<file path="src/rtl/qbuff_ctrl_pkg.sv">
// Shared types and constants for the qualified-buffer capture sequencer.
//   state_t : sequencer state encoding
//   SRC_INT : cfg_src value selecting an immediate start for each shot
//   SRC_EXT : cfg_src value selecting an external-trigger start for each shot
package qbuff_ctrl_pkg;

    typedef enum logic [2:0] {
        IDLE,
        ARM,
        WIN,
        RD,
        GAP,
        FIN
    } state_t;

    localparam logic SRC_INT = 1'b0;
    localparam logic SRC_EXT = 1'b1;

endpackage

</file>
<file path="src/rtl/qbuff_ctrl_dcnt.sv">
// Loadable down-counter, shared by the capture window and the inter-shot gap.
//   clk, rst  : clock, asynchronous active-high reset
//   load      : load load_val (takes priority over en)
//   en        : decrement by one; holds at zero
//   load_val  : value loaded on load
//   is_zero   : count is zero
//   is_one    : count is one
module qbuff_ctrl_dcnt #(
    parameter int unsigned B_CNT = 16
) (
    input  logic             clk,
    input  logic             rst,
    input  logic             load,
    input  logic             en,
    input  logic [B_CNT-1:0] load_val,
    output logic             is_zero,
    output logic             is_one
);

    localparam logic [B_CNT-1:0] CNT_ONE = B_CNT'(1);

    logic [B_CNT-1:0] count_q;

    always_ff @(posedge clk or posedge rst) begin
        if (rst) begin
            count_q <= '0;
        end else if (load) begin
            count_q <= load_val;
        end else if (en && (count_q != '0)) begin
            count_q <= count_q - CNT_ONE;
        end
    end

    assign is_zero = (count_q == '0);
    assign is_one  = (count_q == CNT_ONE);

endmodule

</file>
<file path="src/rtl/qbuff_seq_ctrl.sv">
// Multi-shot capture sequencer for the qualified buffer. Runs N capture
// windows, each optionally followed by a readout, separated by a programmable gap.
//   aclk, areset           : clock (buffer s_axis domain), async active-high reset
//   cfg_go, cfg_abort      : single-cycle start / terminate pulses
//   cfg_src                : per-shot start source (SRC_INT / SRC_EXT)
//   cfg_nshots/win/gap     : shot count, window length, post-shot holdoff
//   cfg_rd_auto            : request a readout after each successful shot
//   trig_in                : external trigger level (rising edge used)
//   wmem_full              : buffer write memory full
//   rd_tvalid/tready/tlast : readout stream monitor
//   qb_start, qb_rmem_start: buffer start level, one-cycle readout request
//   busy, done             : sequence active, one-cycle completion pulse
//   shot_cnt, timeout_err  : completed shots, sticky window-timeout flag
module qbuff_seq_ctrl
    import qbuff_ctrl_pkg::*;
#(
    parameter int unsigned B_CNT  = 16,
    parameter int unsigned B_SHOT = 8
) (
    input  logic              aclk,
    input  logic              areset,
    input  logic              cfg_go,
    input  logic              cfg_abort,
    input  logic              cfg_src,
    input  logic [B_SHOT-1:0] cfg_nshots,
    input  logic [B_CNT-1:0]  cfg_win,
    input  logic [B_CNT-1:0]  cfg_gap,
    input  logic              cfg_rd_auto,
    input  logic              trig_in,
    input  logic              wmem_full,
    input  logic              rd_tvalid,
    input  logic              rd_tready,
    input  logic              rd_tlast,
    output logic              qb_start,
    output logic              qb_rmem_start,
    output logic              busy,
    output logic              done,
    output logic [B_SHOT-1:0] shot_cnt,
    output logic              timeout_err
);

    localparam logic [B_SHOT-1:0] SHOT_ONE = B_SHOT'(1);
    localparam logic [B_CNT-1:0]  CNT_ONE  = B_CNT'(1);

    state_t            state_q, state_d;
    logic              trig_d, trig_edge;
    logic              src_q, rd_auto_q;
    logic [B_SHOT-1:0] nshots_q;
    logic [B_CNT-1:0]  win_q, gap_q;
    logic              rd_first_q, rd_first_d;

    logic              cnt_load, cnt_en, cnt_zero, cnt_one;
    logic [B_CNT-1:0]  cnt_val;

    logic              go_accept, rd_hs, win_end, gap_end;
    logic [B_SHOT-1:0] shot_next;

    logic              qb_start_d, qb_rmem_start_d, busy_d, done_d, timeout_err_d;
    logic [B_SHOT-1:0] shot_cnt_d;

    assign trig_edge = trig_in & ~trig_d;
    assign go_accept = cfg_go & ~cfg_abort & (state_q == IDLE);
    assign rd_hs     = rd_tvalid & rd_tready & rd_tlast;
    // Zero is included so a degenerate count can never stall the sequence.
    assign win_end   = cnt_one | cnt_zero;
    assign gap_end   = cnt_one | cnt_zero;
    assign shot_next = (shot_cnt == {B_SHOT{1'b1}}) ? shot_cnt : shot_cnt + SHOT_ONE;

    // State register
    always_ff @(posedge aclk or posedge areset) begin
        if (areset) begin
            state_q <= IDLE;
        end else begin
            state_q <= state_d;
        end
    end

    // Next-state logic; abort overrides every transition
    always_comb begin
        state_d = state_q;
        if (cfg_abort) begin
            state_d = IDLE;
        end else begin
            case (state_q)
                IDLE: if (cfg_go) state_d = ARM;
                ARM:  if ((src_q == SRC_INT) || trig_edge) state_d = WIN;
                WIN: begin
                    if (wmem_full) begin
                        state_d = rd_auto_q ? RD : GAP;
                    end else if (win_end) begin
                        state_d = GAP;
                    end
                end
                RD:   if (rd_hs) state_d = GAP;
                GAP:  if (gap_end) state_d = (shot_next == nshots_q) ? FIN : ARM;
                FIN:  state_d = IDLE;
                default: state_d = IDLE;
            endcase
        end
    end

    // Counter reload on entry to WIN or GAP, count down while in either
    always_comb begin
        cnt_load = ((state_d == WIN) && (state_q != WIN)) ||
                   ((state_d == GAP) && (state_q != GAP));
        cnt_val  = (state_d == WIN) ? win_q : gap_q;
        cnt_en   = (state_q == WIN) || (state_q == GAP);
    end

    qbuff_ctrl_dcnt #(
        .B_CNT (B_CNT)
    ) u_dcnt (
        .clk      (aclk),
        .rst      (areset),
        .load     (cnt_load),
        .en       (cnt_en),
        .load_val (cnt_val),
        .is_zero  (cnt_zero),
        .is_one   (cnt_one)
    );

    // Output logic: outputs follow the state one cycle later, except that
    // abort drops them at the same edge it takes effect.
    always_comb begin
        qb_start_d      = ~cfg_abort & (state_q == WIN);
        qb_rmem_start_d = ~cfg_abort & (state_q == RD) & rd_first_q;
        busy_d          = ~cfg_abort & (state_q != IDLE);
        done_d          = ~cfg_abort & (state_q == FIN);
        rd_first_d      = (state_d == RD) && (state_q != RD);

        shot_cnt_d = shot_cnt;
        if (go_accept) begin
            shot_cnt_d = '0;
        end else if (!cfg_abort && (state_q == GAP) && gap_end) begin
            shot_cnt_d = shot_next;
        end

        timeout_err_d = timeout_err;
        if (go_accept) begin
            timeout_err_d = 1'b0;
        end else if (!cfg_abort && (state_q == WIN) && !wmem_full && win_end) begin
            timeout_err_d = 1'b1;
        end
    end

    always_ff @(posedge aclk or posedge areset) begin
        if (areset) begin
            qb_start      <= 1'b0;
            qb_rmem_start <= 1'b0;
            busy          <= 1'b0;
            done          <= 1'b0;
            shot_cnt      <= '0;
            timeout_err   <= 1'b0;
            rd_first_q    <= 1'b0;
            trig_d        <= 1'b0;
        end else begin
            qb_start      <= qb_start_d;
            qb_rmem_start <= qb_rmem_start_d;
            busy          <= busy_d;
            done          <= done_d;
            shot_cnt      <= shot_cnt_d;
            timeout_err   <= timeout_err_d;
            rd_first_q    <= rd_first_d;
            trig_d        <= trig_in;
        end
    end

    // Configuration snapshot taken when a go is accepted; zero counts become one
    always_ff @(posedge aclk or posedge areset) begin
        if (areset) begin
            src_q     <= SRC_INT;
            rd_auto_q <= 1'b0;
            nshots_q  <= SHOT_ONE;
            win_q     <= CNT_ONE;
            gap_q     <= '0;
        end else if (go_accept) begin
            src_q     <= cfg_src;
            rd_auto_q <= cfg_rd_auto;
            nshots_q  <= (cfg_nshots == '0) ? SHOT_ONE : cfg_nshots;
            win_q     <= (cfg_win == '0) ? CNT_ONE : cfg_win;
            gap_q     <= cfg_gap;
        end
    end

endmodule

</file>
<file path="config.mk">
export PLATFORM = sky130hd
export DESIGN_NAME = qbuff_seq_ctrl
export DESIGN_NICKNAME = d
export VERILOG_FILES = /design/src/rtl/qbuff_ctrl_pkg.sv /design/src/rtl/qbuff_ctrl_dcnt.sv /design/src/rtl/qbuff_seq_ctrl.sv
export SDC_FILE = /design/constraint.sdc
export NUM_CORES = 1
export LEC_CHECK = 0
export CAP_MARGIN = 20
export CORE_MARGIN = 5
export CORE_UTILIZATION = 30
export DETAILED_ROUTE_END_ITERATION = 10
export MAX_ROUTING_LAYER = met4
export PLACE_DENSITY_LB_ADDON = 0.25
export REMOVE_ABC_BUFFERS = 1
export SYNTH_ARGS = -nofsm -noshare
export SYNTH_HDL_FRONTEND = slang
export SYNTH_SLANG_ARGS = --single-unit
</file>
<file path="constraint.sdc">
create_clock -name aclk -period 2.7 [get_ports aclk]
set_input_delay 0.405 -clock aclk [delete_from_list [all_inputs] [get_ports aclk]]
set_output_delay 0.405 -clock aclk [all_outputs]
set_load 0.005 [all_outputs]
</file>
# [Yosys cells after proc, flatten, opt, wreduce, memory -nomap -nowiden]
# Cells that the tools add are included.
# Widths: inputs -> output; s select.
[totals] register_bits=76 latch_bits=0 mem_bits_rw=0 romBits=0 in_bits=51 output_inout_bits=13 elab_cells=88 n_memories=0
[classes] add_sub_neg=2 n_mul=0 div_mod_pow=0 order_cmp=0 n_eq_ne=14 n_shift=0 n_mux=20 bitwise=14 reduce_logical=23
[op_table] cell="$mux 16" n=4
[op_table] cell="$logic_not 16->1" n=2
[op_table] cell="$mux 8" n=4
[op_table] cell="$mux 3" n=9
[op_table] cell="$eq 16x1->1 const B" n=1
[op_table] cell="$reduce_bool 16->1" n=1
[op_table] cell="$sub 16x1->16 const B" n=1
[op_table] cell="$pmux 3 s5" n=1
[op_table] cell="$eq 3x2->1 const B" n=4
[op_table] cell="$and 1x1->1" n=10
[op_table] cell="$eq 3x3->1 const B" n=3
[op_table] cell="$logic_and 1x1->1" n=9
[op_table] cell="$add 8x1->8 const B" n=1
[op_table] cell="$eq 8x8->1" n=1
[op_table] cell="$eq 8x8->1 const B" n=1
[op_table] cell="$logic_not 8->1" n=1
[op_table] cell="$ne 3x2->1 const B" n=2
[op_table] cell="$reduce_bool 2->1" n=3
[op_table] cell="$eq 3x1->1 const B" n=1
[op_table] cell="$logic_not 3->1" n=1
[op_table] cell="$logic_or 1x1->1" n=3
[op_table] cell="$ne 3x3->1 const B" n=1
[op_table] cell="$not 1->1" n=3
[op_table] cell="$reduce_bool 3->1" n=1
[op_table] cell="other kinds (3)" n=5

# [Logic depth before layout (Yosys ltp)]
[depth] ltp_word=11 mapped_depth=10 ltp_nobuf=8

# [Hierarchy]
# Synthesis repeated with hierarchy kept, for this count alone.
[unflattened] hier_cells=373 hier_area_um2=4150.2
[by_module_without_submodules] mod="qbuff_seq_ctrl" instances=1 cells_per_inst=257 area_each_um2=3071.7 seq_area_each_um2=1503.9
[by_module_without_submodules] mod="qbuff_ctrl_dcnt" instances=1 cells_per_inst=116 area_each_um2=1078.5 seq_area_each_um2=400.4

# [Least setup slack after synthesis]
# No wires, ideal clock.
[synth_timing] path_type="register -> register" start="register u_dcnt.count_q[2]" end="register u_dcnt.count_q[0]" setup_time_ns=0.126 t_arrival_ns=2.302 required_time_ns=2.574 slack_ns=0.272 path_stages_with_launch=10 n_path_buf=3 synth_period_minus_slack_ns=2.428 cell_sequence="dfrtp_1 or4_1 or4_1 buf_2 nor4_4 nor3_1 a21boi_1 buf_6 buf_12 mux2i_1"
[synth_between] elab_chain_len=10 word_cells_on_any_way=18 classes_between="eq/ne (3); mux (7); bitwise (1); reduce/logical (7)"
[synth_lines] element="start, declared" line="qbuff_ctrl_dcnt.sv:22" rtl="logic [B_CNT-1:0] count_q;"
[synth_lines] element="start signal, assigned" line="qbuff_ctrl_dcnt.sv:28" rtl="count_q <= load_val;"
[synth_lines] element="start signal, assigned" line="qbuff_ctrl_dcnt.sv:30" rtl="count_q <= count_q - CNT_ONE;"
[synth_lines] element="$eq 16x1->1 or $logic_not 16->1 (tied branches)" line="qbuff_ctrl_dcnt.sv:35, qbuff_ctrl_dcnt.sv:34"
[synth_lines] element="$or 1x1->1" line="qbuff_seq_ctrl.sv:65, qbuff_seq_ctrl.sv:66"
[synth_lines] element="$mux 3" line="qbuff_seq_ctrl.sv:90" rtl="end else if (win_end) begin"
[synth_lines] element="$mux 3" line="qbuff_seq_ctrl.sv:88" rtl="if (wmem_full) begin"
[synth_lines] element="$pmux 3 s5" line="qbuff_seq_ctrl.sv:84" rtl="case (state_q)"
[synth_lines] element="$mux 3" line="qbuff_seq_ctrl.sv:81" rtl="if (cfg_abort) begin"
[synth_lines] element="$eq 3x2->1 or $eq 3x3->1 (tied branches)" line="qbuff_seq_ctrl.sv:104, qbuff_seq_ctrl.sv:106, qbuff_seq_ctrl.sv:105"
[synth_lines] element="$logic_and 1x1->1 (on tied branches)" line="qbuff_seq_ctrl.sv:104, qbuff_seq_ctrl.sv:105"
[synth_lines] element="$logic_or 1x1->1" line="qbuff_seq_ctrl.sv:104" rtl="cnt_load = ((state_d == WIN) && (state_q != WIN)) ||"
[synth_lines] element="$mux 16 or $reduce_bool 2->1 (tied branches)"
# Parallel ways exist; a longest one is shown, timed or not.
# A chain may end at the register's enable or synchronous reset.

# [Worst setup path after layout]
[layout_timing] start="register u_dcnt.count_q[3]" end="register u_dcnt.count_q[13]"
# Same word-level chain as after synthesis.

==> results.json <==
{
  "fin_util_pct": 39.6,
  "fill_cells": 1316,
  "grt_pass1_wl_microns": 16400,
  "die-area_sq_mm": 0.0158,
  "final_area_sq_mm": 0.00523,
  "ys_top_cells_by_count": "dfrtp_1 (74), mux2_2 (39), mux2i_1 (35)",
  "num_rows": 42,
  "synth_flop_cell": "dfrtp_1",
  "setup_viol": 0,
  "p_leak_nw": 2.09,
  "ir_drop_mv": 0.286,
  "crit_arrival_ns": 2.73,
  "cts-buffers-inserted": 9,
  "wl_per_cell_microns": 15.2,
  "fin_tns_setup_ns": 0,
  "dpl_worst_slack_ns": 0.0729,
  "crit_required_ns": 2.91,
  "cts_root_buf": "clkbuf_16",
  "die_w_microns": 126,
  "clock_path_buffers": 2,
  "fin_nets": 488,
  "min_period_ns": 2.52,
  "relSlewSlack_pct": 60.6,
  "cp_top_family": "simple AND/OR/NAND/NOR gates",
  "grt_antenna_before_repair": 0,
  "start_kind": "flop",
  "finalHoldViolCount": 0,
  "slowest_delay_ns": 0.63,
  "core_area_sq_mm": 0.0132,
  "powerDensity_mw_per_mm2": 801,
  "ys_types": 54,
  "synth_edf_count": 0,
  "crit_slowest_cell": "or4_1",
  "dpl.hpwl_microns": 6920,
  "syn2layout_area_growth_pct": 30.2,
  "ys_seq_elements": 76,
  "hp-class": "in2async",
  "cts_sinks": 76,
  "vias": 3071,
  "end_kind": "flop",
  "finClkSkew_ns": 0.00581,
  "synth.most_common_cell": "dfrtp_1",
  "seqPwrFrac_pct": 43.4,
  "synthCells": 368,
  "fin_ws_ns": 0.178,
  "grt_max_degree": 28,
  "synth.area.top_cells": "dfrtp_1 (46%), mux2_2 (11%), mux2i_1 (8.7%), xnor2_1 (3.9%), nor4_1 (2.5%)",
  "slew_viol_final": 0,
  "drv_cap": 0,
  "ys_async_sr_fraction_pct": 100,
  "placed_area_sq_mm": 0.00492,
  "total_power_w": 0.00419,
  "num_io_pins": 64,
  "outcome": "finished clean",
  "comb_power_share_pct": 27.3,
  "drc": 0,
  "io_buffers": 63,
  "synth.largest_area_cell": "dfrtp_1",
  "track_usage_pct": 12.9,
  "critPathKind": "reg2reg",
  "cpMostUsedCell": "or4_1",
  "drtIter0Drc": 226,
  "p_sw_w": 0.00128,
  "rsz0062_at_grt": "false",
  "gr-total-overflow": 0,
  "post-cts-setup-buffers": 0,
  "layout-drive-gt1-share_pct": 18.0,
  "syn_area_sq_mm": 0.00402,
  "avgViaCountPerCell": 4.99,
  "diodes": 0,
  "first_pass_iters": 4,
  "totalWireLength_microns": 9370,
  "cts_tree": "built",
  "clk_pin_slew_ns": 0.06,
  "internal_power_w": 0.00291,
  "yosysSeqAreaShare_pct": 47.4,
  "critPathMaxFanout": 16,
  "antenna_left": 0,
  "grt_pass1_vias": 3306,
  "yosysTopAreaCellShare_pct": 46.1,
  "worstPathCellList": "or4_1 > or4_1 > nor4_4 > nor3_1 > a21boi_2 > buf_12 > mux2i_1",
  "htreeDepth": 3,
  "die_h_microns": 126,
  "swShare_pct": 30.6,
  "syn_avg_cell_area_sq_um": 10.9,
  "crit_buf_inv": 1,
  "place.gp.congestion": 0.856,
  "fmax_mhz": 397,
  "p_clk_share_pct": 29.3,
  "tightestPinTransition_ns": 0.590,
  "finalCritPeriodShare_pct": 93.4,
  "clk_latency_ns": 0.33,
  "start_util_pct": 30.4,
  "yosys_warnings": 0
}
[area by class of cell]
class	count	area, sq um	share of cell area, %
Multi-Input combinational cell	262	1990	38.1
Clock inverter	4	47.5	0.909
Clock buffer	12	256	4.91
Timing Repair Buffer	75	771	14.7
Sequential cell	76	1900	36.4
Inverter	10	37.5	0.718
Tap cell	176	220	4.21
[placed cells by master, fill, tap and decap left out, types with 2 or more instances in the layout]
cell type,count
nor4_1,16
ha_1,3
xnor2_1,18
xor2_1,3
a31o_2,3
a211oi_1,5
or4_1,3
dfstp_2,2
nand3_1,4
buf_4,8
clkinv_2,2
and2_1,5
nand2b_1,2
dfrtp_1,74
clkbuf_16,9
a21oi_1,18
a31oi_1,4
or3_1,3
nor3_1,19
nand2_1,17
a21o_1,3
clkbuf_8,2
mux2i_1,35
clkdlybuf4s50_1,63
nor2_1,20
nand4b_1,2
mux2_2,39
and3_1,4
inv_1,9
nor2b_1,5
buf_12,4
o21ai_0,8
[cells by family (layout without fill, tap and decap cells)]
| kind of cell | count (synthesis) | count (layout) | synth area share, % |
|---|---|---|---|
| and+or+nand+nor | 108 | 108 | 14.7 |
| DFF | 76 | 76 | 47.4 |
| muxes | 74 | 74 | 19.7 |
| AOI/OAI and AO/OA | 56 | 56 | 9.16 |
| buffers and inverters | 30 | 101 | 3.55 |
| xor gates and xnor gates | 21 | 21 | 4.58 |
| adders and majority gates | 3 | 3 | 0.935 |
[power by group through the flow]
stage	combinational (W)	clock, W	sequential, W
3_5_place_dp	0.00115	0	0.00184
2_1_floorplan	0.000808	0	0.00175
5_1_grt	0.00129	0.00130	0.00188
6_report	0.00114	0.00123	0.00182
4_1_cts	0.00116	0.00126	0.00182
3_3_place_gp	0.00113	0	0.00182
[registers in the layout, summed over array words and instances (netlist names)]
name	count
timeout_err	1
rd_auto_q	1
win_q	16
trig_d	1
done	1
qb_start	1
shot_cnt	8
nshots_q	8
state_q	3
rd_first_q	1
qb_rmem_start	1
gap_q	16
u_dcnt.count_q	16
busy	1
src_q	1
[routing by layer]
| metal | share of wire, % | up-vias | track usage (%) |
|---|---|---|---|
| met5 | 0 | - | - |
| met4 | 1.5 | 0 | 4.08 |
| met3 | 3.5 | 14 | 2.67 |
| met2 | 51 | 67 | 21.6 |
| met1 | 44 | 1508 | 15.7 |
| li1 | - | 1482 | - |
[what timing repair did]
action,in CTS,in global routing
hold buffers,0,0
endpoints found under the setup margin,0,1
resized for setup,0,1
[stage by stage]
stage	cells	hold slack, ns
floorplan	348	0.436
global placement	599	0.467
detailed placement	599	0.470
CTS	615	0.479
global route	615	0.513
finish	615	0.465
[worst register-to-register path: stages, from the launching register on]
cell	delay (ns)
dfrtp_1	0.42
or4_1	0.53
or4_1	0.63
nor4_4	0.22
nor3_1	0.11
a21boi_2	0.19
buf_12	0.16
mux2i_1	0.13
[worst paths after layout]
check,to,slack [ns],from,cells past startpoint
worst max-delay path,u_dcnt.count_q[13]$_DFFE_PP0P_,0.18,u_dcnt.count_q[3]$_DFFE_PP0P_,7
worst min-delay path,win_q[1]$_DFFE_PP0P_,0.47,areset,2
worst max register to register,u_dcnt.count_q[13]$_DFFE_PP0P_,0.18,u_dcnt.count_q[3]$_DFFE_PP0P_,7
worst min register to register,qb_rmem_start$_DFF_PP0_,0.48,rd_first_q$_DFF_PP0_,2
max in group asynchronous,win_q[0]$_DFFE_PP1P_,1.60,areset,3
min in group aclk,qb_rmem_start$_DFF_PP0_,0.48,rd_first_q$_DFF_PP0_,2
Note: power is estimated with default switching activity, not from simulation.
